`src/rtl/bp_be_dcache_port_arb_if.sv`:
```
// ---------------------------------------------------------------------------
// bp_be_dcache_port_arb_if
//   Bundles the request/ptag/response signals around the single D$ port:
//   the pipe requester, the page-table-walker requester and the D$ itself.
//   Signal names keep their direction suffix as seen from the arbiter.
//
//   slave  modport : the arbiter side (takes *_i, drives *_o)
//   master modport : the environment side (drives *_i, takes *_o)
// ---------------------------------------------------------------------------
interface bp_be_dcache_port_arb_if #(
  parameter int dcache_pkt_width_p = 64,
  parameter int ptag_width_p       = 28
);

  // Pipe requester
  logic                          pipe_v_i;
  logic [dcache_pkt_width_p-1:0] pipe_pkt_i;
  logic                          pipe_ready_o;
  logic [ptag_width_p-1:0]       pipe_ptag_i;
  logic                          pipe_ptag_v_i;
  logic                          pipe_early_v_o;

  // Page-table-walker requester
  logic                          ptw_v_i;
  logic [dcache_pkt_width_p-1:0] ptw_pkt_i;
  logic                          ptw_ready_o;
  logic [ptag_width_p-1:0]       ptw_ptag_i;
  logic                          ptw_ptag_v_i;
  logic                          ptw_early_v_o;

  // D$ port
  logic                          dc_v_o;
  logic [dcache_pkt_width_p-1:0] dc_pkt_o;
  logic                          dc_ready_i;
  logic [ptag_width_p-1:0]       dc_ptag_o;
  logic                          dc_ptag_v_o;
  logic                          dc_early_v_i;

  modport slave (
    input  pipe_v_i, pipe_pkt_i, pipe_ptag_i, pipe_ptag_v_i,
    input  ptw_v_i, ptw_pkt_i, ptw_ptag_i, ptw_ptag_v_i,
    input  dc_ready_i, dc_early_v_i,
    output pipe_ready_o, pipe_early_v_o,
    output ptw_ready_o, ptw_early_v_o,
    output dc_v_o, dc_pkt_o, dc_ptag_o, dc_ptag_v_o
  );

  modport master (
    output pipe_v_i, pipe_pkt_i, pipe_ptag_i, pipe_ptag_v_i,
    output ptw_v_i, ptw_pkt_i, ptw_ptag_i, ptw_ptag_v_i,
    output dc_ready_i, dc_early_v_i,
    input  pipe_ready_o, pipe_early_v_o,
    input  ptw_ready_o, ptw_early_v_o,
    input  dc_v_o, dc_pkt_o, dc_ptag_o, dc_ptag_v_o
  );

endinterface

```
`src/rtl/bp_be_dcache_port_arb.sv`:
```
// ---------------------------------------------------------------------------
// bp_be_dcache_port_arb
//   Time-shares the single D$ request port between the load/store pipe and
//   the page-table walker. Every accepted request is tracked through the two
//   D$ stages (s1: ptag supply, s2: early response) so that the ptag and the
//   early valid are steered to the requester that issued it. A four-state
//   FSM (PIPE, DRAIN, PTW, RELEASE) hands the port over without mixing
//   owners; a flush kills only pipe-owned in-flight requests.
//
// Ports
//   clk_i, reset_n_i   : clock, asynchronous active-low reset
//   flush_i            : kill pipe-owned requests in s1/s2
//   ptw_busy_i         : a page walk is in progress
//   ptw_stall_cnt_o    : saturating count of pipe cycles held off by the PTW
//   port_if (slave)    : pipe / PTW / D$ request, ptag and response signals
// ---------------------------------------------------------------------------
module bp_be_dcache_port_arb #(
  parameter int dcache_pkt_width_p = 64,
  parameter int ptag_width_p       = 28
) (
  input  logic                    clk_i,
  input  logic                    reset_n_i,
  input  logic                    flush_i,
  input  logic                    ptw_busy_i,
  output logic [15:0]             ptw_stall_cnt_o,
  bp_be_dcache_port_arb_if.slave  port_if
);

  typedef enum logic [1:0] {
    ST_PIPE    = 2'd0,
    ST_DRAIN   = 2'd1,
    ST_PTW     = 2'd2,
    ST_RELEASE = 2'd3
  } state_e;

  localparam logic SRC_PIPE = 1'b0;
  localparam logic SRC_PTW  = 1'b1;

  state_e r_state;
  state_e w_state_next;

  // Stage slots: valid + owner of the request occupying each D$ stage.
  logic r_s1_v;
  logic r_s1_src;
  logic r_s2_v;
  logic r_s2_src;

  logic [15:0] r_stall_cnt;

  logic w_s1_v;
  logic w_s2_v;
  logic w_pipe_live;
  logic w_ptw_live;
  logic w_pipe_ready;
  logic w_ptw_ready;
  logic w_dc_v;
  logic w_acc_src;
  logic w_accept;
  logic w_stall_inc;
  logic w_s1_sel_ptw;
  logic [dcache_pkt_width_p-1:0] w_dc_pkt;
  logic [ptag_width_p-1:0]       w_ptag_sel;
  logic                          w_ptag_v_sel;

  // A flush knocks pipe-owned slots out in the same cycle, so every consumer
  // of the slot valids (ptag valid, response routing, FSM liveness, the s2
  // load) sees the post-kill view.
  assign w_s1_v = r_s1_v & ~(flush_i & (r_s1_src == SRC_PIPE));
  assign w_s2_v = r_s2_v & ~(flush_i & (r_s2_src == SRC_PIPE));

  assign w_pipe_live = (w_s1_v & (r_s1_src == SRC_PIPE))
                     | (w_s2_v & (r_s2_src == SRC_PIPE));
  assign w_ptw_live  = (w_s1_v & (r_s1_src == SRC_PTW))
                     | (w_s2_v & (r_s2_src == SRC_PTW));

  // -------------------------------------------------------------------------
  // Ownership FSM: next state and grant outputs
  // -------------------------------------------------------------------------
  always_comb begin
    w_state_next = r_state;
    w_pipe_ready = 1'b0;
    w_ptw_ready  = 1'b0;
    w_dc_v       = 1'b0;
    w_dc_pkt     = port_if.pipe_pkt_i;
    w_acc_src    = SRC_PIPE;

    unique case (r_state)
      ST_PIPE: begin
        w_pipe_ready = port_if.dc_ready_i & ~ptw_busy_i;
        w_dc_v       = port_if.pipe_v_i & w_pipe_ready & ~flush_i;
        // No pipe grant is possible while busy, so the only pipe slots that
        // can still be in flight are the ones visible right now.
        if (ptw_busy_i) begin
          w_state_next = w_pipe_live ? ST_DRAIN : ST_PTW;
        end
      end

      ST_DRAIN: begin
        // A walk that gives up before the pipe drains hands straight back.
        if (!ptw_busy_i) begin
          w_state_next = ST_PIPE;
        end else if (!w_pipe_live) begin
          w_state_next = ST_PTW;
        end
      end

      ST_PTW: begin
        w_ptw_ready = port_if.dc_ready_i;
        w_dc_v      = port_if.ptw_v_i & port_if.dc_ready_i;
        w_dc_pkt    = port_if.ptw_pkt_i;
        w_acc_src   = SRC_PTW;
        if (!ptw_busy_i) begin
          w_state_next = w_ptw_live ? ST_RELEASE : ST_PIPE;
        end
      end

      ST_RELEASE: begin
        if (ptw_busy_i) begin
          w_state_next = ST_PTW;
        end else if (!w_ptw_live) begin
          w_state_next = ST_PIPE;
        end
      end

      default: begin
        w_state_next = ST_PIPE;
      end
    endcase
  end

  // w_dc_v already includes dc_ready_i in every granting state.
  assign w_accept = w_dc_v & reset_n_i;

  // -------------------------------------------------------------------------
  // Ptag mux (stage 1) and response routing (stage 2)
  // -------------------------------------------------------------------------
  // An empty or killed s1 defaults the mux to the pipe side.
  assign w_s1_sel_ptw = w_s1_v & (r_s1_src == SRC_PTW);

  always_comb begin
    w_ptag_sel   = port_if.pipe_ptag_i;
    w_ptag_v_sel = port_if.pipe_ptag_v_i;
    if (w_s1_sel_ptw) begin
      w_ptag_sel   = port_if.ptw_ptag_i;
      w_ptag_v_sel = port_if.ptw_ptag_v_i;
    end
  end

  assign port_if.dc_ptag_o   = w_ptag_sel;
  assign port_if.dc_ptag_v_o = w_s1_v & w_ptag_v_sel;

  assign port_if.pipe_early_v_o = port_if.dc_early_v_i & w_s2_v & (r_s2_src == SRC_PIPE);
  assign port_if.ptw_early_v_o  = port_if.dc_early_v_i & w_s2_v & (r_s2_src == SRC_PTW);

  // Ready/valid are purely combinational from the inputs, so they are forced
  // low while reset is held rather than waiting for a clock edge.
  assign port_if.pipe_ready_o = reset_n_i & w_pipe_ready;
  assign port_if.ptw_ready_o  = reset_n_i & w_ptw_ready;
  assign port_if.dc_v_o       = reset_n_i & w_dc_v;
  assign port_if.dc_pkt_o     = w_dc_pkt;

  // -------------------------------------------------------------------------
  // Stall counter: a pipe request is held off whenever the pipe does not own
  // the port, or owns it but a walk is blocking new grants.
  // -------------------------------------------------------------------------
  assign w_stall_inc = port_if.pipe_v_i & ((r_state != ST_PIPE) | ptw_busy_i);

  assign ptw_stall_cnt_o = r_stall_cnt;

  // -------------------------------------------------------------------------
  // State, slots and counter
  // -------------------------------------------------------------------------
  always_ff @(posedge clk_i or negedge reset_n_i) begin
    if (!reset_n_i) begin
      r_state     <= ST_PIPE;
      r_s1_v      <= 1'b0;
      r_s1_src    <= SRC_PIPE;
      r_s2_v      <= 1'b0;
      r_s2_src    <= SRC_PIPE;
      r_stall_cnt <= 16'd0;
    end else begin
      r_state  <= w_state_next;
      // The D$ stages advance every cycle regardless of dc_ready_i.
      r_s1_v   <= w_accept;
      r_s1_src <= w_acc_src;
      r_s2_v   <= w_s1_v;
      r_s2_src <= r_s1_src;
      if (w_stall_inc && (r_stall_cnt != 16'hFFFF)) begin
        r_stall_cnt <= r_stall_cnt + 16'd1;
      end
    end
  end

endmodule

```
`src/flat_wrapper.sv`:
```
// flat-port wrapper written by rule: the top's interface ports become plain ports
module bp_be_dcache_port_arb_flat 
#(
  parameter int dcache_pkt_width_p = 64,
  parameter int ptag_width_p       = 28
)
  (clk_i, reset_n_i, flush_i, ptw_busy_i, ptw_stall_cnt_o, port_if_pipe_v_i, port_if_pipe_pkt_i, port_if_pipe_ptag_i, port_if_pipe_ptag_v_i, port_if_ptw_v_i, port_if_ptw_pkt_i, port_if_ptw_ptag_i, port_if_ptw_ptag_v_i, port_if_dc_ready_i, port_if_dc_early_v_i, port_if_pipe_ready_o, port_if_pipe_early_v_o, port_if_ptw_ready_o, port_if_ptw_early_v_o, port_if_dc_v_o, port_if_dc_pkt_o, port_if_dc_ptag_o, port_if_dc_ptag_v_o);
  bp_be_dcache_port_arb_if #(.dcache_pkt_width_p(dcache_pkt_width_p), .ptag_width_p(ptag_width_p)) port_if_i ();
  input  logic clk_i;
  input  logic reset_n_i;
  input  logic flush_i;
  input  logic ptw_busy_i;
  output logic [15:0] ptw_stall_cnt_o;
  input wire logic [$bits(port_if_i.pipe_v_i)-1:0] port_if_pipe_v_i;
  input wire logic [$bits(port_if_i.pipe_pkt_i)-1:0] port_if_pipe_pkt_i;
  input wire logic [$bits(port_if_i.pipe_ptag_i)-1:0] port_if_pipe_ptag_i;
  input wire logic [$bits(port_if_i.pipe_ptag_v_i)-1:0] port_if_pipe_ptag_v_i;
  input wire logic [$bits(port_if_i.ptw_v_i)-1:0] port_if_ptw_v_i;
  input wire logic [$bits(port_if_i.ptw_pkt_i)-1:0] port_if_ptw_pkt_i;
  input wire logic [$bits(port_if_i.ptw_ptag_i)-1:0] port_if_ptw_ptag_i;
  input wire logic [$bits(port_if_i.ptw_ptag_v_i)-1:0] port_if_ptw_ptag_v_i;
  input wire logic [$bits(port_if_i.dc_ready_i)-1:0] port_if_dc_ready_i;
  input wire logic [$bits(port_if_i.dc_early_v_i)-1:0] port_if_dc_early_v_i;
  output wire logic [$bits(port_if_i.pipe_ready_o)-1:0] port_if_pipe_ready_o;
  output wire logic [$bits(port_if_i.pipe_early_v_o)-1:0] port_if_pipe_early_v_o;
  output wire logic [$bits(port_if_i.ptw_ready_o)-1:0] port_if_ptw_ready_o;
  output wire logic [$bits(port_if_i.ptw_early_v_o)-1:0] port_if_ptw_early_v_o;
  output wire logic [$bits(port_if_i.dc_v_o)-1:0] port_if_dc_v_o;
  output wire logic [$bits(port_if_i.dc_pkt_o)-1:0] port_if_dc_pkt_o;
  output wire logic [$bits(port_if_i.dc_ptag_o)-1:0] port_if_dc_ptag_o;
  output wire logic [$bits(port_if_i.dc_ptag_v_o)-1:0] port_if_dc_ptag_v_o;
  assign port_if_i.pipe_v_i = port_if_pipe_v_i;
  assign port_if_i.pipe_pkt_i = port_if_pipe_pkt_i;
  assign port_if_i.pipe_ptag_i = port_if_pipe_ptag_i;
  assign port_if_i.pipe_ptag_v_i = port_if_pipe_ptag_v_i;
  assign port_if_i.ptw_v_i = port_if_ptw_v_i;
  assign port_if_i.ptw_pkt_i = port_if_ptw_pkt_i;
  assign port_if_i.ptw_ptag_i = port_if_ptw_ptag_i;
  assign port_if_i.ptw_ptag_v_i = port_if_ptw_ptag_v_i;
  assign port_if_i.dc_ready_i = port_if_dc_ready_i;
  assign port_if_i.dc_early_v_i = port_if_dc_early_v_i;
  assign port_if_pipe_ready_o = port_if_i.pipe_ready_o;
  assign port_if_pipe_early_v_o = port_if_i.pipe_early_v_o;
  assign port_if_ptw_ready_o = port_if_i.ptw_ready_o;
  assign port_if_ptw_early_v_o = port_if_i.ptw_early_v_o;
  assign port_if_dc_v_o = port_if_i.dc_v_o;
  assign port_if_dc_pkt_o = port_if_i.dc_pkt_o;
  assign port_if_dc_ptag_o = port_if_i.dc_ptag_o;
  assign port_if_dc_ptag_v_o = port_if_i.dc_ptag_v_o;
  bp_be_dcache_port_arb #(.dcache_pkt_width_p(dcache_pkt_width_p), .ptag_width_p(ptag_width_p)) u_core (.clk_i(clk_i), .reset_n_i(reset_n_i), .flush_i(flush_i), .ptw_busy_i(ptw_busy_i), .ptw_stall_cnt_o(ptw_stall_cnt_o), .port_if(port_if_i));
endmodule
```
`config.mk`:
```
export PLATFORM = sky130hd
export DESIGN_NAME = bp_be_dcache_port_arb_flat
export DESIGN_NICKNAME = d
export VERILOG_FILES = /design/src/rtl/bp_be_dcache_port_arb_if.sv /design/src/rtl/bp_be_dcache_port_arb.sv /design/src/flat_wrapper.sv
export SDC_FILE = /design/constraint.sdc
export NUM_CORES = 1
export LEC_CHECK = 0
export ABC_AREA = 1
export CORE_AREA = 8 8 114 116
export DETAILED_ROUTE_END_ITERATION = 10
export DIE_AREA = 0 0 122 124
export GPL_ROUTABILITY_DRIVEN = 0
export GPL_TIMING_DRIVEN = 0
export HOLD_SLACK_MARGIN = 0.12
export PLACE_DENSITY = 0.72
export SLEW_MARGIN = 0
export SYNTH_ARGS = -nofsm -noshare
export SYNTH_HDL_FRONTEND = slang
export SYNTH_SLANG_ARGS = --single-unit
export TNS_END_PERCENT = 20
```
`constraint.sdc`:
```
create_clock -name clk_i -period 2.2 [get_ports clk_i]
set_clock_uncertainty 0.15 [all_clocks]
set_input_delay 0.22 -clock clk_i [delete_from_list [all_inputs] [get_ports clk_i]]
set_output_delay 0.22 -clock clk_i [all_outputs]
set_load 0.05 [all_outputs]
```
==> results by group <==
Outcome
  • Status: finished, violations left
  • Failing checks: negative setup slack

Worst setup path
  • Worst Path Max Fanout: 10
  • Largest delay share family, worst path: buffers and inverters
  • R2R depth: 9
  • WS Path Type: reg -> out
  • Slowest stage delay, CP: about 0.42 ns
  • Crit Reg-Reg Endpoint: u_core.ptw_stall_cnt_o[11]
  • Buf/Inv on CP: 3
  • Critical Path Sink Type: output pin
  • Startpoint Class: flop
  • CP max stage cell: dlygate4sd2_1
  • Worst Path Required: 1.83 ns
  • Reg2reg setup slack: between 0.2 and 0.25 ns
  • Crit path cell chain: inv_2 > nand2_1 > nand3_2 > buf_2 > mux2_2 > dlygate4sd2_1
  • Worst R2R Start: u_core.ptw_stall_cnt_o[1]
  • CP arrival: between 1.5 and 2 ns

Finish
  • Ratio of cells with drive above 1 in the final layout: 20.1%
  • Final layout net count: 949
  • Fin area: approximately 0.0058 mm2
  • Final Core Density: between 50% and 60%
  • Area Growth Syn to Fin: 134%

Synthesis
  • Yosys reg bits: 22
  • Post-synthesis compound-gate area fraction: between 2 and 2.5%
  • Syn_area_per_cell: between 5 and 6 um2
  • Warnings, synthesis: 0
  • Post-synthesis mux area share: 12.7%
  • Largest family of logic cells by synthesized area: simple AND/OR/NAND/NOR gates
  • Leading area contributor after synthesis: nand2_1
  • Post-synth top cells: nand2_1 (284), mux2_2 (28), nor2_1 (24), dfrtp_1 (22)
  • Mapped Cells: about 440
  • FFs w/ async S/R, synth: between 90% and 100%
  • Post-synthesis xor/xnor area fraction: between 2 and 3%
  • Adder and majority gate portion of the synthesized area: less than 1%
  • EDFF count, synth: 0
  • Share of the synthesized area in the top cell type: 43.0%
  • Sequential share of the synthesized area: 22.2%
  • Synth cell types: 23
  • Syn Std Cell Area: 0.00248 mm2
  • Ys flop type: dfrtp_1
  • Count leader, synth: nand2_1
  • Top post-synthesis cells by area: nand2_1 (43%), dfrtp_1 (22%), mux2_2 (13%)
  • Synthesized Nets: between 600 and 700
  • Simple-Gate Fraction of Synth Area: 53.0%

STA
  • RSZ-0062 raised after global routing: yes
  • Fin crit share: 104%
  • Setup violations, final: 10
  • Slew Limit Fails: 0
  • Final min period: 2.29 ns
  • Max Freq: 437 MHz
  • Final worst slack: -0.0909 ns
  • Slew @ Worst Pin: around 1.0 ns
  • Fin. Hold Viols: 0
  • Slew HR: approximately a third

Power
  • Peak supply drop: roughly 0.00078 V
  • Pwr Density: 1090 mW/mm2
  • Overall power: about 6.3 mW
  • Leak pwr: about 2.8 nW

Place
  • DP Worst Slack: -1.28 ns
  • I/O Buffers: approximately 310
  • Placed cell area: between 0.005 and 0.006 mm2
  • HPWL after DPL: 13.7 mm

Global routing
  • Number of global-route vias before repair: ~4k
  • Remaining global-route overflow: 0
  • Global-route wire length before repair: 22.2 mm
  • Largest net degree at the start of global routing: 23
  • Global Route Usage Sum: 18.6%
  • Initial antenna violation count: 1

Floorplan
  • Die width: 122 um
  • Die Y: 124 um
  • Total Die Area: 0.0151 mm2
  • Starting density of the core: between 20% and 30%
  • Core area: 0.0112 mm2
  • Core Rows: 39
  • IO Pins: just over 300

CTS
  • CTS Buf Count: 3
  • Clock latency on the worst-skew pair: between 0.2 and 0.3 ns
  • CTS tree: yes
  • Worst-path clk slew: around 0.05 ns
  • Sink Count: 22
  • Clock root cell: clkbuf_16
  • Clock H-tree levels: 1
  • Clk buf depth: 2

Detailed routing
  • Vias: about 3.9k
  • DRC violations left: 0
  • Drt initial violations: 171
  • DR vias/cell: 4.38
  • WL final: about 16 mm
  • First-pass DRT Iterations: 4
  • WL/cell: about 17 um
  • Post-route ant nets: 0

Worst hold path
  • Hold_sp: reset_n_i
  • Hold Path Depth: 3
  • Hold EP: u_core.r_s1_v
  • HP Class: in -> reg

Flow run
  • Max_cap viols: 0
==> cells by family (layout without fill, tap and decap cells) <==
kind of cell,count (synthesis),after routing
AO/OA/AOI/OAI,7,7
XOR/XNOR,8,8
adder cells (fa/ha/maj),1,1
buffers and inverters,37,353
flip-flops,22,22
multiplexers,28,28
other,0,1
AND/OR/NAND/NOR,334,334
==> worst max path at each step <==
stage,slack [ns],from,depth (start not counted),end
2_1_floorplan,0.04,u_core.r_state[1],5,port_if_dc_v_o
3_3_place_gp,-1.28,reset_n_i,6,port_if_dc_v_o
3_5_place_dp,-1.28,reset_n_i,6,port_if_dc_v_o
4_1_cts,-0.13,u_core.r_s1_src,6,port_if_dc_ptag_o[16]
5_1_grt,-0.18,u_core.r_s1_src,7,port_if_dc_ptag_o[3]
6_report,-0.09,u_core.r_s1_src,6,port_if_dc_ptag_o[12]
==> where the power goes <==
part	switching, mW	internal [mW]
clock	0.139	0.277
sequential	0.107	0.483
combinational	3.70	1.63
==> registers in the layout (all words and copies together), names as in the netlist <==
name / count
u_core.r_s2_v: 1
u_core.r_s1_src: 1
u_core.r_state: 2
u_core.ptw_stall_cnt_o: 16
u_core.r_s1_v: 1
u_core.r_s2_src: 1
==> through the flow <==
stage / hold WS, ns / cells / setup TNS (ns)
after floorplan: -0.226 / 437 / 0
after global placement: 0.282 / 887 / -41.17
after detailed placement: 0.286 / 887 / -45.22
after CTS: 0.173 / 896 / -2.76
after global routing: 0.179 / 897 / -2.68
final: 0.184 / 897 / -0.353
==> metal layers <==
layer  vias up  share of wire (%)  global-route usage [%]
met5         -                  0                       0
met4         0               0.94                    2.85
met3        15                 11                    6.98
met2       196                 53                    35.5
met1      1743                 36                    19.2
li1       1975                  -                       -
==> cells in the final DEF (no fill, tap or decap), types with 2 or more instances in the layout <==
cell,Yosys,routed
clkbuf_2,0,12
nor2_4,1,2
dlymetal6s2s_1,0,2
buf_4,0,16
nor2_1,24,22
dlygate4sd2_1,0,10
clkdlybuf4s50_1,0,207
xnor2_1,7,7
inv_2,1,2
nand3_1,17,16
clkbuf_16,0,3
o21ai_0,5,4
clkdlybuf4s15_2,0,25
nand3_2,1,2
clkbuf_4,0,30
buf_6,2,14
nand2_1,284,284
inv_1,17,16
nand4_1,4,4
dfrtp_1,22,22
buf_2,9,11
mux2_2,28,28
==> worst register-to-register path, cell delays in order, from the launching register on <==
cell,delay [ns]
dfrtp_1,0.41
ha_1,0.29
nand3_2,0.14
nor2_4,0.20
nand2_4,0.08
o21bai_4,0.24
inv_2,0.09
buf_6,0.16
nand2_1,0.07
nand2_1,0.05
==> final cells by class <==
| type | instances | area, um2 |
|---|---|---|
| Antenna cell | 1 | 2.50 |
| Inverter | 18 | 67.6 |
| Timing Repair Buffer | 312 | 2980 |
| Tap cell | 143 | 179 |
| Buffer | 19 | 148 |
| Multi-Input combinational cell | 378 | 1780 |
| Fill cell | 1121 | 5390 |
| Clock buffer | 4 | 88.8 |
| Sequential cell | 22 | 551 |
==> timing repair <==
action,4_1_cts,5_1_grt
setup endpoints to repair,99,92
hold buffers,1,0
gates resized for setup,390,74
setup buffers,4,0
hold endpoints to repair,22,0
No activity file was read; power rests on OpenSTA's default activity.
